## config.mk

```make
export PLATFORM = sky130hd
export DESIGN_NAME = accumulator_bank
export DESIGN_NICKNAME = d
export VERILOG_FILES = /design/src/rtl/accumulator_bank.sv
export SDC_FILE = /design/constraint.sdc
export NUM_CORES = 1
export LEC_CHECK = 0
export BUFFER_PORTS_ARGS = -buffer_cell sky130_fd_sc_hd__buf_4
export CORE_MARGIN = 2
export CORE_UTILIZATION = 65
export CTS_CLUSTER_DIAMETER = 80
export DETAILED_ROUTE_END_ITERATION = 8
export PLACE_DENSITY_LB_ADDON = 0.12
export SKIP_CTS_REPAIR_TIMING = 1
export SLEW_MARGIN = 40
export SYNTH_ARGS = -nofsm -noshare
export SYNTH_HDL_FRONTEND = slang
export SYNTH_SLANG_ARGS = --single-unit
```

## constraint.sdc

```tcl
create_clock -name clk -period 7.2 [get_ports clk]
set_input_delay 1.08 -clock clk [delete_from_list [all_inputs] [get_ports clk]]
set_output_delay 1.08 -clock clk [all_outputs]
set_load 0.005 [all_outputs]
```

## src/rtl/accumulator_bank.sv

```systemverilog
// Bank of COLS independent column accumulators (ROWS entries each) that capture
// skewed partial sums and drain them row-major, saturated, to the unified buffer.
module accumulator_bank #(
  parameter int COLS  = 2,
  parameter int ROWS  = 2,
  parameter int IN_W  = 32,
  parameter int ACC_W = 40,
  parameter int OUT_W = 32,
  parameter int AW    = (ROWS * COLS > 1) ? $clog2(ROWS * COLS) : 1
) (
  input  logic                 clk,
  input  logic                 reset,
  input  logic [COLS-1:0]      col_valid,
  input  logic [COLS*IN_W-1:0] col_data,
  input  logic                 accumulate,
  input  logic                 drain_start,
  input  logic                 ub_wr_ready,
  output logic                 ub_wr_valid,
  output logic [AW-1:0]        ub_wr_addr,
  output logic [OUT_W-1:0]     ub_wr_data,
  output logic                 busy,
  output logic                 drain_done,
  output logic                 err_overrun,
  input  logic                 err_clear
);

  localparam int NENT = ROWS * COLS;
  localparam int RW   = (ROWS > 1) ? $clog2(ROWS) : 1;
  localparam logic [AW-1:0] LAST_K = AW'(NENT - 1);
  localparam logic signed [ACC_W-1:0] SAT_MAX = {{(ACC_W-OUT_W+1){1'b0}}, {(OUT_W-1){1'b1}}};
  localparam logic signed [ACC_W-1:0] SAT_MIN = {{(ACC_W-OUT_W+1){1'b1}}, {(OUT_W-1){1'b0}}};

  typedef enum logic {IDLE, DRAIN} state_t;

  state_t                   state_q, state_d;
  logic [AW-1:0]            k_q, k_d;
  logic signed [ACC_W-1:0]  acc_q [NENT];
  logic signed [ACC_W-1:0]  acc_d [NENT];
  logic [RW-1:0]            wp_q [COLS];
  logic [RW-1:0]            wp_d [COLS];
  logic                     valid_q, valid_d;
  logic                     busy_q, busy_d;
  logic                     done_q, done_d;
  logic                     err_q, err_d;
  logic [AW-1:0]            addr_q, addr_d;
  logic [OUT_W-1:0]         data_q, data_d;
  logic signed [IN_W-1:0]   din;
  logic signed [ACC_W-1:0]  ext;
  logic [AW-1:0]            idx;
  logic                     accept;

  function automatic logic [OUT_W-1:0] sat(input logic signed [ACC_W-1:0] v);
    if (v > SAT_MAX)      return {1'b0, {(OUT_W-1){1'b1}}};
    else if (v < SAT_MIN) return {1'b1, {(OUT_W-1){1'b0}}};
    else                  return v[OUT_W-1:0];
  endfunction

  always_comb begin
    state_d = state_q;
    k_d     = k_q;
    acc_d   = acc_q;
    wp_d    = wp_q;
    err_d   = err_q;
    done_d  = 1'b0;
    din     = '0;
    ext     = '0;
    idx     = '0;
    accept  = valid_q & ub_wr_ready;

    if (err_clear) err_d = 1'b0;

    case (state_q)
      IDLE: begin
        for (int c = 0; c < COLS; c++) begin
          if (col_valid[c]) begin
            din      = col_data[c*IN_W +: IN_W];
            ext      = ACC_W'(din);
            idx      = AW'(int'(wp_q[c]) * COLS + c);
            acc_d[idx] = accumulate ? acc_q[idx] + ext : ext;
            wp_d[c]  = (wp_q[c] == RW'(ROWS - 1)) ? '0 : wp_q[c] + 1'b1;
          end
        end
        if (drain_start) begin
          state_d = DRAIN;
          k_d     = '0;
        end
      end
      DRAIN: begin
        if (|col_valid) err_d = 1'b1;
        if (accept) begin
          acc_d[k_q] = '0;
          if (k_q == LAST_K) begin
            state_d = IDLE;
            k_d     = '0;
            done_d  = 1'b1;
            for (int c = 0; c < COLS; c++) wp_d[c] = '0;
          end else begin
            k_d = k_q + 1'b1;
          end
        end
      end
      default: state_d = IDLE;
    endcase

    // Outputs are registered from next-state values so a same-cycle write shows up in beat 0.
    valid_d = (state_d == DRAIN);
    busy_d  = (state_d == DRAIN);
    addr_d  = (state_d == DRAIN) ? k_d : '0;
    data_d  = (state_d == DRAIN) ? sat(acc_d[k_d]) : '0;
  end

  always_ff @(posedge clk or negedge reset) begin
    if (!reset) begin
      state_q <= IDLE;
      k_q     <= '0;
      valid_q <= 1'b0;
      busy_q  <= 1'b0;
      done_q  <= 1'b0;
      err_q   <= 1'b0;
      addr_q  <= '0;
      data_q  <= '0;
      for (int i = 0; i < NENT; i++) acc_q[i] <= '0;
      for (int c = 0; c < COLS; c++) wp_q[c] <= '0;
    end else begin
      state_q <= state_d;
      k_q     <= k_d;
      valid_q <= valid_d;
      busy_q  <= busy_d;
      done_q  <= done_d;
      err_q   <= err_d;
      addr_q  <= addr_d;
      data_q  <= data_d;
      acc_q   <= acc_d;
      wp_q    <= wp_d;
    end
  end

  assign ub_wr_valid = valid_q;
  assign ub_wr_addr  = addr_q;
  assign ub_wr_data  = data_q;
  assign busy        = busy_q;
  assign drain_done  = done_q;
  assign err_overrun = err_q;

endmodule

```

* Word level (Yosys, flattened, before mapping)
Index checks and enable logic that the tools add are counted.
** Operators by class
- Magnitude comparators :: 9
- Reductions and logical operators :: 6
- Equal/unequal tests :: 5
- Multiplexer cells :: 49
- Add/subtract/negate cells :: 6
- Bitwise operators :: 8
** Operators by type and width (count)
- 160-bit two-way mux :: 4
- 40-bit two-way mux :: 11
- 160-bit bitwise mux :: 2
- 160-bit case mux with 2 select lines :: 1
- 40-bit binary-select mux with 2-bit select :: 3
- 40-bit demux with 2-bit select :: 3
- 160-bit bitwise AND :: 1
- 160-bit inverter :: 1
- 32-bit two-way mux :: 3
- 40-bit by 32-bit adder with 40-bit output :: 2
- 40-bit by 32-bit > comparator with 1-bit output (second input constant) :: 1
- 40-bit by 32-bit less-than comparator with 1-bit output (second input constant) :: 1
- 1-bit two-way mux :: 13
- 3-bit greater-or-equal comparator (second input constant) :: 4
- 2-bit two-way mux :: 6
- 2-bit inverter with 3-bit output :: 4
- 3-bit by 1-bit less-than comparator with 1-bit output (second input constant) :: 3
- 2-bit case mux with 2 select lines :: 2
- 3-bit AND reduction :: 2
- 2-bit by 1-bit adder with 2-bit output (second input constant) :: 2
- 2-bit by 1-bit inequality test with 1-bit output (second input constant) :: 2
- 2-bit inequality test (second input constant) :: 2
- 1-bit logical AND :: 3
- 1-bit adder (second input constant) :: 2
- 5 further kinds :: 5
** Storage, ports and cells
- Output and inout port bits :: 38
- Bits in registers :: 201
- Logic and storage cells :: 95
- Input port bits :: 72

* Longest topological paths before layout
Gate-level depths: netlist of the first run.
- Depth after elaboration :: 19
- Gate-level depth with buffers :: 19
- Mapped depth without buffers :: 16

* Least setup slack after synthesis of the first run
Ideal clock, no wire load.
- Path kind :: register -> register
- Start point :: register wp_q[1] (netlist name)
- End point :: register data_q[11], in the netlist ub_wr_data[11]
- Required time :: 7.118 ns
- Path buffers :: 4
- Cell stages (with the launch flop) :: 19
- Setup time :: 0.082 ns
- Period minus slack after synthesis :: 4.508 ns
- Data arrival time :: 4.426 ns
- Slack :: 2.692 ns
- Path through :: dfrtp_1 -> clkbuf_1 -> buf_1 -> mux2_2 -> ha_1 -> buf_2 -> nand4_1 -> or2_1 -> or4b_1 -> nand4_4 -> a211oi_4 -> xnor2_2 -> o21ai_2 -> o22ai_1 -> or2_4 -> nor4_2 -> nand3b_2 -> buf_4 -> a22oi_2
** RTL lines
- start, declared :: line 39 : logic [RW-1:0] wp_q [COLS];
- start signal, assigned :: line 134 : wp_q <= wp_d;
- end signal, assigned :: line 132 : data_q <= data_d;
- end, declared :: line 46 : logic [OUT_W-1:0] data_q, data_d;

* Worst setup path in the final report of the first run
- Start point :: register wp_q[0] (netlist name)
- End point :: register data_q[24], in the netlist ub_wr_data[24]
** Between the ends
- Cells in the longest elaborated chain, start to end :: 17
- Elaborated cells between the ends (all ways) :: 23
- Those cells by class :: add/sub: 2; order compare: 4; mux: 15; bitwise: 1; reduce/logical: 1
** RTL lines
- 2-bit by 1-bit adder with 2-bit output (*) :: line 78 : idx = AW'(int'(wp_q[c]) * COLS + c);
- 2-bit inverter with 3-bit output (*) :: line 79 : acc_d[idx] = accumulate ? acc_q[idx] + ext : ext;
- 40-bit binary-select mux with 2-bit select :: line 79
- 40-bit two-way mux (not written as such) (2 in a row) :: line 79
- 40-bit by 32-bit adder with 40-bit output :: line 79
- 40-bit two-way mux :: line 79
- 160-bit bitwise mux (*) :: line 79
- 160-bit two-way mux (*) :: line 75 : if (col_valid[c]) begin
- 160-bit case mux with 2 select lines (*) :: line 72 : case (state_q)
- 40-bit binary-select mux with 2-bit select (*) :: line 109 : data_d = (state_d == DRAIN) ? sat(acc_d[k_d]) : '0;
- 40-bit two-way mux (not written as such) (*) (2 in a row) :: line 109
- 40-bit by 32-bit less-than comparator with 1-bit output :: line 54 : else if (v < SAT_MIN) return {1'b1, {(OUT_W-1){1'b0}}};
- 32-bit two-way mux :: line 54
- 32-bit two-way mux (*) :: line 53 : if (v > SAT_MAX) return {1'b0, {(OUT_W-1){1'b1}}};
- 32-bit two-way mux (*) :: line 109
- named net data_d[24] :: line 46
The timed path passes the listed nets; every way through them passes the cells marked *. The select of a mux whose other input is x is not followed.
A chain may end at the register's enable or synchronous reset.

==> results of run 1 <==
==> area by class of cell <==
cell class	count	area, sq um
Tap cell	324	405.4
Clock inverter	10	178.9
Clock buffer	33	705.7
Inverter	30	112.6
Fill cell	1765	6481
Timing Repair Buffer	131	1001
Multi-Input combinational cell	1462	10260
Sequential cell	201	5035
==> kinds of logic (layout without fill, tap and decap cells) <==
| group | count (synthesis) | after routing |
|---|---|---|
| flops | 201 | 201 |
| buf+inv | 141 | 204 |
| xor+xnor | 66 | 66 |
| mux | 157 | 157 |
| compound gates | 569 | 569 |
| fa+ha+maj | 84 | 84 |
| simple gates | 586 | 586 |
==> registers in the layout, indices dropped and copies added, names as in the netlist <==
signal / count
wp_q: 2
busy: 1
k_q: 2
drain_done: 1
err_overrun: 1
acc_q: 160
ub_wr_addr: 2
ub_wr_data: 32
==> cells in the final DEF, fill, tap and decap left out, drive strengths merged, types with 11 or more instances in the layout <==
cell      n
a211oi   44
a21o     25
a21oi   131
a221o    12
a221oi   12
a22oi    30
and3     11
buf     130
clkbuf   34
dfrtp   201
ha       82
inv      29
mux2     91
mux2i    55
mux4     11
nand2   220
nand2b   12
nand3    81
nand4    27
nor2    140
nor3     26
nor4     13
o211ai   15
o21a     12
o21ai   193
xnor2    36
xor2     30
==> power groups by stage <==
stage	logic [mW]	clock network [mW]	registers [mW]
3_5_place_dp	5.53	0	1.91
3_3_place_gp	5.36	0	1.89
6_report	5.78	1.35	1.92
5_1_grt	6.16	1.39	1.96
2_1_floorplan	4.13	0	1.77
4_1_cts	5.61	1.34	1.90
==> per-layer routing <==
layer	up-vias	global-route usage	wire (microns)
met5	-	0	0
met4	0	0.1880	2921
li1	6808	-	-
met1	7513	0.5776	21850
met3	202	0.07851	5878
met2	1058	0.6812	24970
==> worst max-delay path, delay by kind of cell (launching register included) <==
kind                     cells  cell delay (ps)
flip-flops                   1              870
AO/OA/AOI/OAI               12             3310
adder cells (fa/ha/maj)      1              350
buffers and inverters        2              810
multiplexers                 1              380
==> worst paths after layout <==
path	startpoint	end	slack, ps	cells after the start
max	wp_q[0]$_DFFE_PN0P_	ub_wr_data[24]$_DFF_PN0_	1260	16
min	acc_q[32]$_DFF_PN0_	acc_q[32]$_DFF_PN0_	520	2
max reg2reg	wp_q[0]$_DFFE_PN0P_	ub_wr_data[24]$_DFF_PN0_	1260	16
min reg2reg	acc_q[32]$_DFF_PN0_	acc_q[32]$_DFF_PN0_	520	2
max in group asynchronous	reset	acc_q[141]$_DFF_PN0_	5430	2
min in group asynchronous	reset	acc_q[125]$_DFF_PN0_	550	1
==> reports/qor.yml, run 1 <==
status: "finished clean"
cellPowerDensity_nw_per_um2: 511.8
crit_fanout: 28
drv_slew: 0
seq_power_share: 0.212
synthMuxAreaShare: 0.1149
end_kind: "register"
rsz0062_at_grt: "no"
syn_nets: 1960
ant_nets: 0
synthTopCellsByCount: "218 x nand2_1, 201 x dfrtp_1, 174 x o21ai_0, 137 x nor2_1, 121 x a21oi_1"
tightest_slew_ps: 942.5
cts_tree: "yes"
drc_errors: 0
cts_sinks: 201
num_rows: 57
power_frac_comb: 0.639
post-place-ws_ps: 1647
period_needed_ps: 5940
place_area_sq_um: 16790
die_w_microns: 160.4
firstDrtPassIters: 6
dieArea_sq_um: 25720
cp_cell_sequence: "buf_4 > mux2_2 > ha_1 > a21oi_1 > o211ai_1 > a211oi_1 > o21ai_2 > a211oi_1 > a31o_2 > a211oi_1 > a31oi_1 > a22oi_1 > o31ai_1 > o211ai_4 > buf_4 > a22oi_2"
synthCells: 1804
critical_path.slowest_cell: "dfrtp_2"
route.vias.total: 15580
synth_top_area_frac: 0.3165
synthDistinctLibCells: 110
place_inst: 2148
synth_xor_area_frac: 0.03684
fin_tns_setup_ps: 0
grt_max_degree: 75
core_area_sq_um: 24180
max_freq_mhz: 168.3
htree_levels: 1
setup_ws_ps: 1260
fin_total_pwr_mw: 9.056
setup_viol_count_final: 0
antenna_cells: 0
synth-simple-area-share: 0.1745
drt_iter0_drc: 2000
cp_data_arrival_time_ps: 6320
synthTopCellsByArea: "dfrtp_1 32%, ha_1 6.5%, mux2_2 6.3%, o21ai_0 5.5%, nand2_1 5.1%"
max_stage_delay_ps: 870
vdd.ir_drop.worst_v: 0.0003337
final_cell_count_no_fill: 2191
ys.flop_type: "dfrtp_1"
worst_setup_path_start_kind: "register"
hold_ws_ps: 515.1
required_ps: 7580
num-nets-final: 2006
yosys.area.top_type: "dfrtp_1"
fin_util: 0.7319
antenna_found_initial: 0
wl_microns: 55620
chipHeight_microns: 160.4
ys_ff_latch: 201
leakage_nw: 7.996
grt_pass1_wl_microns: 86280
p_clk_frac: 0.149
port_buffers: 109
slew_headroom: 0.3650
netlist_area_sq_um: 15890
synth_top_family_by_area: "compound AO/OA/AOI/OAI gates"
fin_crit_sh: 0.8250
hold_class: "reg -> reg"
ys_async_sr_fraction: 1.000
fin_skew_ps: 28.78
path_common_cell: "a211oi_1"
hold_viol: 0
cts_buffer_depth: 3
dp_hpwl_microns: 40810
yosys_warnings: 0
root_buffer: "clkbuf_16"
drive_gt1_frac: 0.2003
wl_per_cell_microns: 25.39
initial_core_util: 0.6574
synth_compound_area_frac: 0.2486
synth_area_per_cell_sq_um: 8.810
grt_pass1_vias: 15330
gp_congestion: 1.104
grt_use_total: 0.4283
clock_latency_ps: 540
p_switching_mw: 4.449
stdcell_area_sq_um: 17700
synth-edff-count: 0
grt_remaining_overflow: 0
ioPinCount: 110
area_growth_pct: 11.34
internal_power_mw: 4.607
numCtsBuffers: 24
via_per_inst: 7.111
yosysMostFrequentCell: "nand2_1"
ys_seq_area_frac: 0.3165
synth_adder_area_share: 0.06707
max-cap-violations: 0
critPathKind: "reg -> reg"
clk_pin_slew_ps: 60
p_sw_frac: 0.4913
Note: power is estimated with default switching activity, not from simulation.
==> run 2: changes to the inputs <==
CORE_UTILIZATION = 62   (was 65)
clock period = 5.9 ns   (was 7.2 ns; I/O delays follow)
==> run 2 against run 1 <==
Net effect:
- wire length shrank 0.42%
- highest routed layer unchanged
- sequential power grew 20%
- worst hold slack lost 290 ps
- setup slack lost 840 ps
- via count shrank 0.93%
- register-to-register slack lost 840 ps
- largest cell class unchanged
- die area grew 4.7%
- critical path type unchanged
==> reports/qor.yml, run 2 (same netlist as run 1, synthesis figures left out) <==
firstDrtPassIters: 6  # unchanged
initial_core_util: 0.6312  # -0.02623
clk_pin_slew_ps: 70  # about the same
rsz0062_at_grt: "no"
cellPowerDensity_nw_per_um2: 616.7  # +21%
cp_data_arrival_time_ps: 5930  # -390 ps
dieArea_sq_um: 26930  # +4.7%
ant_nets: 0  # unchanged
regArea_sq_um: 5032  # about the same
cp_top_family: "compound AO/OA/AOI/OAI gates"
r2r_slack_ps: 420  # -840 ps
area_growth_pct: 12.03
max-cap-violations: 0  # unchanged
fin_tns_setup_ps: 0  # unchanged
fin_total_pwr_mw: 10.98  # +21%
p_switching_mw: 5.377  # +21%
worst_setup_path_start_kind: "register"
end_kind: "register"
num_rows: 58  # +1.8%
max_freq_mhz: 182.4  # +8.3%
tightest_slew_ps: 900.1  # -42.43 ps
route.vias.total: 15440  # -0.93%
period_needed_ps: 5484  # -456.2 ps
num-nets-final: 2024  # +0.90%
regMostFlops: "acc_q"
root_buffer: "clkbuf_16"
cts_buffer_depth: 3  # unchanged
critical_path.slowest_cell: "dfrtp_2"
place_area_sq_um: 16960  # +1.0%
reg2regPathDepth: 16  # unchanged
largest_reg_flops: 160  # unchanged
hold_viol: 0  # unchanged
leakage_nw: 8.063  # +0.84%
slew_headroom: 0.3948  # +0.02980
hold_class: "in -> async"
grt_remaining_overflow: 0  # unchanged
antenna_found_initial: 0  # unchanged
final_common_cell: "nand2_1"
ioPinCount: 110  # unchanged
gp_congestion: 1.065  # -3.5%
dp_hpwl_microns: 41230  # +1.0%
crit_buf_inv: 2  # unchanged
fin_crit_sh: 0.9295  # +0.1045
critPathKind: "reg -> reg"
drive_gt1_frac: 0.2073  # +0.006996
port_buffers: 109  # unchanged
cp_cell_sequence: "buf_4 > mux2_2 > ha_1 > and2b_1 > o2111ai_2 > a21oi_1 > nor2_1 > o21ba_2 > o21bai_1 > a41oi_1 > xnor2_1 > a211oi_1 > o31ai_1 > o211ai_4 > buf_12 > a22oi_2"
status: "finished clean"
setup_viol_count_final: 0  # unchanged
numCtsBuffers: 24  # unchanged
multi_input_area_sq_um: 10240  # -0.21%
max_stage_delay_ps: 810  # -60 ps
hold_ws_ps: 228.4  # -286.7 ps
worstReg2RegStart: "wp_q[1]$_DFFE_PN0P_"
clock_latency_ps: 540  # about the same
die_w_microns: 164.1  # +2.3%
crit_fanout: 25  # -11%
chipHeight_microns: 164.1  # +2.3%
grt_pass1_vias: 14800  # -3.5%
fin_skew_ps: 17.67  # -11.11 ps
drt_iter0_drc: 1814  # -9.3%
r2r-end: "ub_wr_data[30]$_DFF_PN0_"
htree_levels: 1  # unchanged
fillCellCount: 2007  # +14%
setup_ws_ps: 416.1  # -843.8 ps
grt_use_total: 0.4138  # -0.01450
via_per_inst: 6.966  # -2.0%
power_frac_comb: 0.645  # +0.006
cts_sinks: 201  # unchanged
stdcell_area_sq_um: 17810  # +0.62%
grt_pass1_wl_microns: 85250  # -1.2%
antenna_cells: 0  # unchanged
vdd.ir_drop.worst_v: 0.0003854  # +15%
grt_max_degree: 108  # +44%
core_area_sq_um: 25180  # +4.2%
post-place-ws_ps: 586.9  # -1061 ps
required_ps: 6350  # -1230 ps
seq_power_share: 0.210  # -0.002
wl_microns: 55390  # -0.42%
p_sw_frac: 0.4897  # -0.001616
p_clk_frac: 0.146  # -0.003
drv_slew: 0  # unchanged
layout_common_cells: "218 x nand2_1, 199 x dfrtp_1, 173 x o21ai_0"
cts_tree: "yes"
drc_errors: 0  # unchanged
internal_power_mw: 5.604  # +22%
wl_per_cell_microns: 24.99  # -1.5%
run 2: per-layer routing:
metal	vias up	global-route usage	share of wire
met4	0	0.1902	0.051
met3	169	0.06237	0.097
met2	961	0.6400	0.45
met5	-	0	0
li1	6829	-	-
met1	7477	0.5732	0.41
run 2: worst max path at each step:
stage                                     to  slack, ps  cells past startpoint                 from
global placement    ub_wr_data[30]$_DFF_PN0_        840                     16  wp_q[1]$_DFFE_PN0P_
detailed placement  ub_wr_data[30]$_DFF_PN0_        590                     16  wp_q[1]$_DFFE_PN0P_
CTS                 ub_wr_data[30]$_DFF_PN0_        560                     16  wp_q[1]$_DFFE_PN0P_
finish              ub_wr_data[30]$_DFF_PN0_        420                     16  wp_q[1]$_DFFE_PN0P_
global route        ub_wr_data[30]$_DFF_PN0_        290                     16  wp_q[1]$_DFFE_PN0P_
floorplan           ub_wr_data[11]$_DFF_PN0_       1390                     18  wp_q[1]$_DFFE_PN0P_
run 2: cell type report:
cell class              count  share of cell area
multi-input cells        1462              0.5749
flip-flops and latches    201              0.2826
repair buffers            149             0.06570
clock buffers              30             0.03788
well taps                 330             0.02319
clock inverters            14            0.009416
inverters                  30            0.006324
run 2: metrics by stage:
step / std cells / utilization
finish: 2216 / 0.7071
global route: 2216 / 0.7071
CTS: 2216 / 0.7071
detailed placement: 2172 / 0.6737
global placement: 2171 / 0.6722
floorplan: 1804 / -
run 2: power groups by stage:
stage	sequential, mW	combinational [mW]	clock [mW]
floorplan	2.16	5.04	0
global placement	2.29	6.69	0
detailed placement	2.30	6.83	0
CTS	2.29	6.90	1.59
global route	2.35	7.58	1.65
finish	2.30	7.08	1.60
